$ cat src/rtl/dct_trace_arbiter_if.sv
// Handshake bundle for the two DCT trace sources and the trace RAM write port.
interface dct_trace_arbiter_if #(
  parameter int ADDR_W = 7
);
  logic              src0_valid;
  logic [29:0]       src0_buffer;
  logic [3:0]        src0_count;
  logic              src0_ready;
  logic              src1_valid;
  logic [29:0]       src1_buffer;
  logic [3:0]        src1_count;
  logic              src1_ready;
  logic              tw_wr;
  logic [ADDR_W-1:0] tw_addr;
  logic [34:0]       tw_data;

  modport master (
    output src0_valid, src0_buffer, src0_count,
    output src1_valid, src1_buffer, src1_count,
    input  src0_ready, src1_ready,
    input  tw_wr, tw_addr, tw_data
  );

  modport slave (
    input  src0_valid, src0_buffer, src0_count,
    input  src1_valid, src1_buffer, src1_count,
    output src0_ready, src1_ready,
    output tw_wr, tw_addr, tw_data
  );
endinterface

$ cat src/rtl/dct_trace_arbiter.sv
// Round-robin arbiter sharing the DCT trace sink between two packers; writes
// accepted words to a circular trace RAM and runs the capture stop sequence.
module dct_trace_arbiter #(
  parameter int ADDR_W      = 7,
  parameter int DRAIN_LIMIT = 8
) (
  input  logic               clk,
  input  logic               reset,
  input  logic               enable_i,
  input  logic               test_ending_i,
  dct_trace_arbiter_if.slave bus,
  output logic               test_has_ended_o,
  output logic               wrapped_o,
  output logic [1:0]         state_o
);

  typedef enum logic [1:0] {
    IDLE  = 2'd0,
    RUN   = 2'd1,
    DRAIN = 2'd2,
    ENDED = 2'd3
  } state_e;

  localparam logic [7:0]        DRAIN_LAST = 8'(DRAIN_LIMIT - 1);
  localparam logic [ADDR_W-1:0] PTR_ONE    = ADDR_W'(1'b1);

  state_e            state_q;
  logic              last_grant_q;
  logic [ADDR_W-1:0] ptr_q;
  logic [7:0]        drain_cnt_q;
  logic              tw_wr_q;
  logic [ADDR_W-1:0] tw_addr_q;
  logic [34:0]       tw_data_q;
  logic              wrapped_q;
  logic              ended_q;

  logic active_d;
  logic grant0_d;
  logic grant1_d;
  logic accept_d;

  // Arbitration: a lone valid wins; on a tie the source not granted last time wins.
  always_comb begin
    active_d = (state_q == RUN) || (state_q == DRAIN);
    grant0_d = 1'b0;
    grant1_d = 1'b0;
    if (active_d) begin
      grant0_d = bus.src0_valid && (!bus.src1_valid || last_grant_q);
      grant1_d = bus.src1_valid && (!bus.src0_valid || !last_grant_q);
    end else begin
      grant0_d = 1'b0;
      grant1_d = 1'b0;
    end
    accept_d = grant0_d || grant1_d;
  end

  // Control FSM, write pipeline and sticky status, all registered.
  always_ff @(posedge clk) begin
    if (reset) begin
      state_q      <= IDLE;
      last_grant_q <= 1'b1;
      ptr_q        <= '0;
      drain_cnt_q  <= 8'd0;
      tw_wr_q      <= 1'b0;
      tw_addr_q    <= '0;
      tw_data_q    <= 35'd0;
      wrapped_q    <= 1'b0;
      ended_q      <= 1'b0;
    end else begin
      tw_wr_q <= accept_d;
      if (accept_d) begin
        tw_addr_q    <= ptr_q;
        tw_data_q    <= grant1_d ? {1'b1, bus.src1_count, bus.src1_buffer}
                                 : {1'b0, bus.src0_count, bus.src0_buffer};
        ptr_q        <= ptr_q + PTR_ONE;
        last_grant_q <= grant1_d;
      end
      // Wrap becomes visible only once the last-address write has been issued.
      if (tw_wr_q && (&tw_addr_q)) begin
        wrapped_q <= 1'b1;
      end
      case (state_q)
        IDLE: begin
          if (enable_i) begin
            state_q <= RUN;
          end
        end
        RUN: begin
          if (test_ending_i || !enable_i) begin
            state_q     <= DRAIN;
            drain_cnt_q <= 8'd0;
          end
        end
        DRAIN: begin
          drain_cnt_q <= drain_cnt_q + 8'd1;
          if ((!bus.src0_valid && !bus.src1_valid) || (drain_cnt_q == DRAIN_LAST)) begin
            state_q <= ENDED;
            ended_q <= 1'b1;
          end
        end
        ENDED: begin
          if (!enable_i) begin
            state_q <= IDLE;
            ended_q <= 1'b0;
          end
        end
        default: begin
          state_q <= IDLE;
          ended_q <= 1'b0;
        end
      endcase
    end
  end

  assign bus.src0_ready   = grant0_d;
  assign bus.src1_ready   = grant1_d;
  assign bus.tw_wr        = tw_wr_q;
  assign bus.tw_addr      = tw_addr_q;
  assign bus.tw_data      = tw_data_q;
  assign test_has_ended_o = ended_q;
  assign wrapped_o        = wrapped_q;
  assign state_o          = state_q;

endmodule
$ cat src/flat_wrapper.sv
// flat-port wrapper written by rule: the top's interface ports become plain ports
module dct_trace_arbiter_flat 
#(
  parameter int ADDR_W      = 7,
  parameter int DRAIN_LIMIT = 8
)
  (clk, reset, enable_i, test_ending_i, test_has_ended_o, wrapped_o, state_o, bus_src0_valid, bus_src0_buffer, bus_src0_count, bus_src1_valid, bus_src1_buffer, bus_src1_count, bus_src0_ready, bus_src1_ready, bus_tw_wr, bus_tw_addr, bus_tw_data);
  dct_trace_arbiter_if #(.ADDR_W(ADDR_W)) bus_i ();
  input  logic clk;
  input  logic reset;
  input  logic enable_i;
  input  logic test_ending_i;
  output logic test_has_ended_o;
  output logic wrapped_o;
  output logic [1:0] state_o;
  input wire logic [$bits(bus_i.src0_valid)-1:0] bus_src0_valid;
  input wire logic [$bits(bus_i.src0_buffer)-1:0] bus_src0_buffer;
  input wire logic [$bits(bus_i.src0_count)-1:0] bus_src0_count;
  input wire logic [$bits(bus_i.src1_valid)-1:0] bus_src1_valid;
  input wire logic [$bits(bus_i.src1_buffer)-1:0] bus_src1_buffer;
  input wire logic [$bits(bus_i.src1_count)-1:0] bus_src1_count;
  output wire logic [$bits(bus_i.src0_ready)-1:0] bus_src0_ready;
  output wire logic [$bits(bus_i.src1_ready)-1:0] bus_src1_ready;
  output wire logic [$bits(bus_i.tw_wr)-1:0] bus_tw_wr;
  output wire logic [$bits(bus_i.tw_addr)-1:0] bus_tw_addr;
  output wire logic [$bits(bus_i.tw_data)-1:0] bus_tw_data;
  assign bus_i.src0_valid = bus_src0_valid;
  assign bus_i.src0_buffer = bus_src0_buffer;
  assign bus_i.src0_count = bus_src0_count;
  assign bus_i.src1_valid = bus_src1_valid;
  assign bus_i.src1_buffer = bus_src1_buffer;
  assign bus_i.src1_count = bus_src1_count;
  assign bus_src0_ready = bus_i.src0_ready;
  assign bus_src1_ready = bus_i.src1_ready;
  assign bus_tw_wr = bus_i.tw_wr;
  assign bus_tw_addr = bus_i.tw_addr;
  assign bus_tw_data = bus_i.tw_data;
  dct_trace_arbiter #(.ADDR_W(ADDR_W), .DRAIN_LIMIT(DRAIN_LIMIT)) u_core (.clk(clk), .reset(reset), .enable_i(enable_i), .test_ending_i(test_ending_i), .bus(bus_i), .test_has_ended_o(test_has_ended_o), .wrapped_o(wrapped_o), .state_o(state_o));
endmodule
$ cat config.mk
export PLATFORM = sky130hd
export DESIGN_NAME = dct_trace_arbiter_flat
export DESIGN_NICKNAME = d
export VERILOG_FILES = /design/src/rtl/dct_trace_arbiter_if.sv /design/src/rtl/dct_trace_arbiter.sv /design/src/flat_wrapper.sv
export SDC_FILE = /design/constraint.sdc
export NUM_CORES = 1
export LEC_CHECK = 0
export ABC_AREA = 1
export CAP_MARGIN = 0
export CORE_MARGIN = 2
export CORE_UTILIZATION = 35
export DETAILED_ROUTE_END_ITERATION = 10
export GPL_TIMING_DRIVEN = 1
export PLACE_DENSITY = 0.69
export SYNTH_ARGS = -nofsm -noshare
export SYNTH_HDL_FRONTEND = slang
export SYNTH_SLANG_ARGS = --single-unit
$ cat constraint.sdc
create_clock -name clk -period 2.4 [get_ports clk]
set_input_delay 0.72 -clock clk [delete_from_list [all_inputs] [get_ports clk]]
set_output_delay 0.72 -clock clk [all_outputs]
set_load 0.05 [all_outputs]
==> reports/metrics.yaml <==
use_met2: 0.316
yosys.area.top_type: "dfxtp_1"
drive_gt1_frac: 0.0875
cts_buffers: 9
ys_seq_area_frac: 0.450
final-hold-violation-count: 0
slew_headroom: 0.638
ios: 123
critPathKind: "reg2out"
buffer_ports.inserted: 122
rows: 32
final_cells: 616
place_inst: 600
slowest_delay_ps: 830
dieArea_sq_um: 8740
grtUsageMet1: 0.211
drtIter0Drc: 119
fmax_mhz: 441
cp_cell_sequence: "clkdlybuf4s50_1"
syn_to_final_growth_pct: 57.7
setup-violations-final: 0
synthArstFlopShare: 0
avgSynthCellArea_sq_um: 7.28
yosys_most_used_dff: "dfxtp_1"
power_density_nw_per_um2: 1490
clock_path_buffers: 2
fin_crit_ps: 2270
arrival_ps: 1550
postCtsSetupRepairBufs: 0
vdd_drop_max_v: 0.000688
cp_max_fo: 2
yosysMostFrequentCell: "nand2_1"
worst_slew_pin_slew_ps: 542
wl_per_cell_microns: 12.5
hold_path_class: "reg2reg"
synth-edff-count: 0
cts_hold_buf: 0
synth_commonest_cells: "nand2_1, dfxtp_1, o21ai_0"
synth_area_leaders: "dfxtp_1, nand2_1, a31oi_1, o21ai_0, inv_1"
grt_pass1_vias: 2923
hold_start: "u_core.test_has_ended_o$_SDFFE_PP0P_"
route.detailed.drc: 0
cts_num_sinks: 63
syn_area_sq_um: 2800
drtPass1Iterations: 4
num_antenna_cells: 0
cp.required_ps: 1680
grt_max_degree: 40
dieWidth_microns: 93.5
syn_nets: 465
yosys.area.top_type_share: 0.450
synth.distinct_cells: 25
grt_pass1_wl_microns: 12800
grt_overflow: 0
postRouteWirelength_microns: 7690
cts-root-buf: "clkbuf_8"
clk_pin_slew_ps: 70
cts.repair.resized: 0
ff2ff_setup_slack_ps: 670
num_vias: 2976
min_delay_path_depth: 2
die_height_microns: 93.5
clkLatencyLatePin_ps: 340
rsz0062_at_grt: "no"
vias_per_cell: 4.83
period_share: 0.945
cp-start-kind: "flop"
critPathLaunch: "u_core.bus.tw_data[1]$_SDFFE_PP0P_"
cts_max_level: 3
place_congestion: 0.853
synth-seq-cells: 63
ff2ff_path_depth: 8
grt_usage: 0.186
gr-max-usage-layer: "met2"
fillers: 724
outcome: "finished, final reports clean"
finalNetCount: 589
initial_core_util: 0.363
fin_skew_ps: 4.17
met3_usage: 0.0774
cpLargestDelayFamily: "buffers and inverters"
antenna_found_initial: 0
yosysWarnings: 0
fin_tns_setup_ps: 0
cap_violations: 0
timing.rr.start: "u_core.state_o[0]$_SDFFE_PP0P_"
dp_hpwl_microns: 5650
hold_end: "u_core.test_has_ended_o$_SDFFE_PP0P_"
critPathSlowestCell: "clkdlybuf4s50_1"
synthCells: 385
slew_viol_final: 0
end_kind: "primary output"
core_area_sq_um: 7730
cts_tree: "yes"
ant_nets: 0
leakagePower_uw: 0.00179
rr_endpoint: "u_core.bus.tw_data[24]$_SDFFE_PP0P_"
path_buf_inv: 1
-- registers in the layout, summed over array words and instances (netlist names) --
register and cells:
u_core.bus.tw_addr 7, u_core.bus.tw_data 35, u_core.bus.tw_wr 1, u_core.drain_cnt_q 8, u_core.last_grant_q 1, u_core.ptr_q 7, u_core.state_o 2, u_core.test_has_ended_o 1
u_core.wrapped_o 1
-- kinds of logic after synthesis --
kind of cell | count (synthesis) | synth area share
compound gates | 99 | 0.195
xor+xnor | 1 | 0.00312
fa+ha+maj | 6 | 0.0268
buf+inv | 58 | 0.0924
flops | 63 | 0.450
simple gates | 158 | 0.233
-- how the worst max path moves through the flow --
stage                     endpoint  slack (ps)  cells past startpoint
CTS                 bus_src1_ready         0.4                      6
floorplan           bus_src1_ready         150                      7
detailed placement  bus_src1_ready          10                      6
finish              bus_tw_data[1]         130                      1
global placement    bus_src1_ready          20                      6
global route        bus_src1_ready          80                      7
-- report_power, final --
| part | internal, uW | switching [uW] | total, uW |
|---|---|---|---|
| clock network | 714 | 412 | 1130 |
| registers | 1480 | 249 | 1720 |
| logic | 1270 | 2480 | 3760 |
-- metal layers --
| layer | up-vias | wire length (microns) |
|---|---|---|
| li1 | 1519 | - |
| met1 | 1351 | 3270 |
| met2 | 95 | 3630 |
| met3 | 11 | 663 |
| met4 | 0 | 120 |
| met5 | - | 0 |
-- layout make-up --
| class | count | area [sq um] | area share |
|---|---|---|---|
| sequential | 63 | 1260 | 0.286 |
| timing repair buffer | 134 | 1340 | 0.304 |
| multi-input combinational | 264 | 1300 | 0.294 |
| tap | 102 | 128 | 0.0289 |
| clock inverter | 6 | 108 | 0.0243 |
| inverter | 37 | 140 | 0.0317 |
| clock buffer | 10 | 138 | 0.0311 |
-- layout by cell type (no fill, tap or decap), types with 5 or more instances in the layout --
cell,instances
dfxtp_1,61
nand4_1,5
inv_1,33
clkbuf_8,10
clkdlybuf4s50_1,118
nand2_1,108
nand3_1,9
a31oi_1,34
a21oi_1,17
buf_4,11
ha_1,5
o21ai_0,42
nor2_1,26
-- per-stage QoR --
step	cell area, sq um	utilization	setup slack [ps]	total power (uW)	hold WS (ps)
3_3_place_gp	4150	0.537	24.6	5450	431
4_1_cts	4390	0.569	0.368	6630	441
5_1_grt	4420	0.572	79.8	6980	460
3_5_place_dp	4150	0.537	10.1	5480	430
6_report	4420	0.572	133	6610	438
2_1_floorplan	2810	-	146	4220	445
Note: power is estimated with default switching activity, not from simulation.
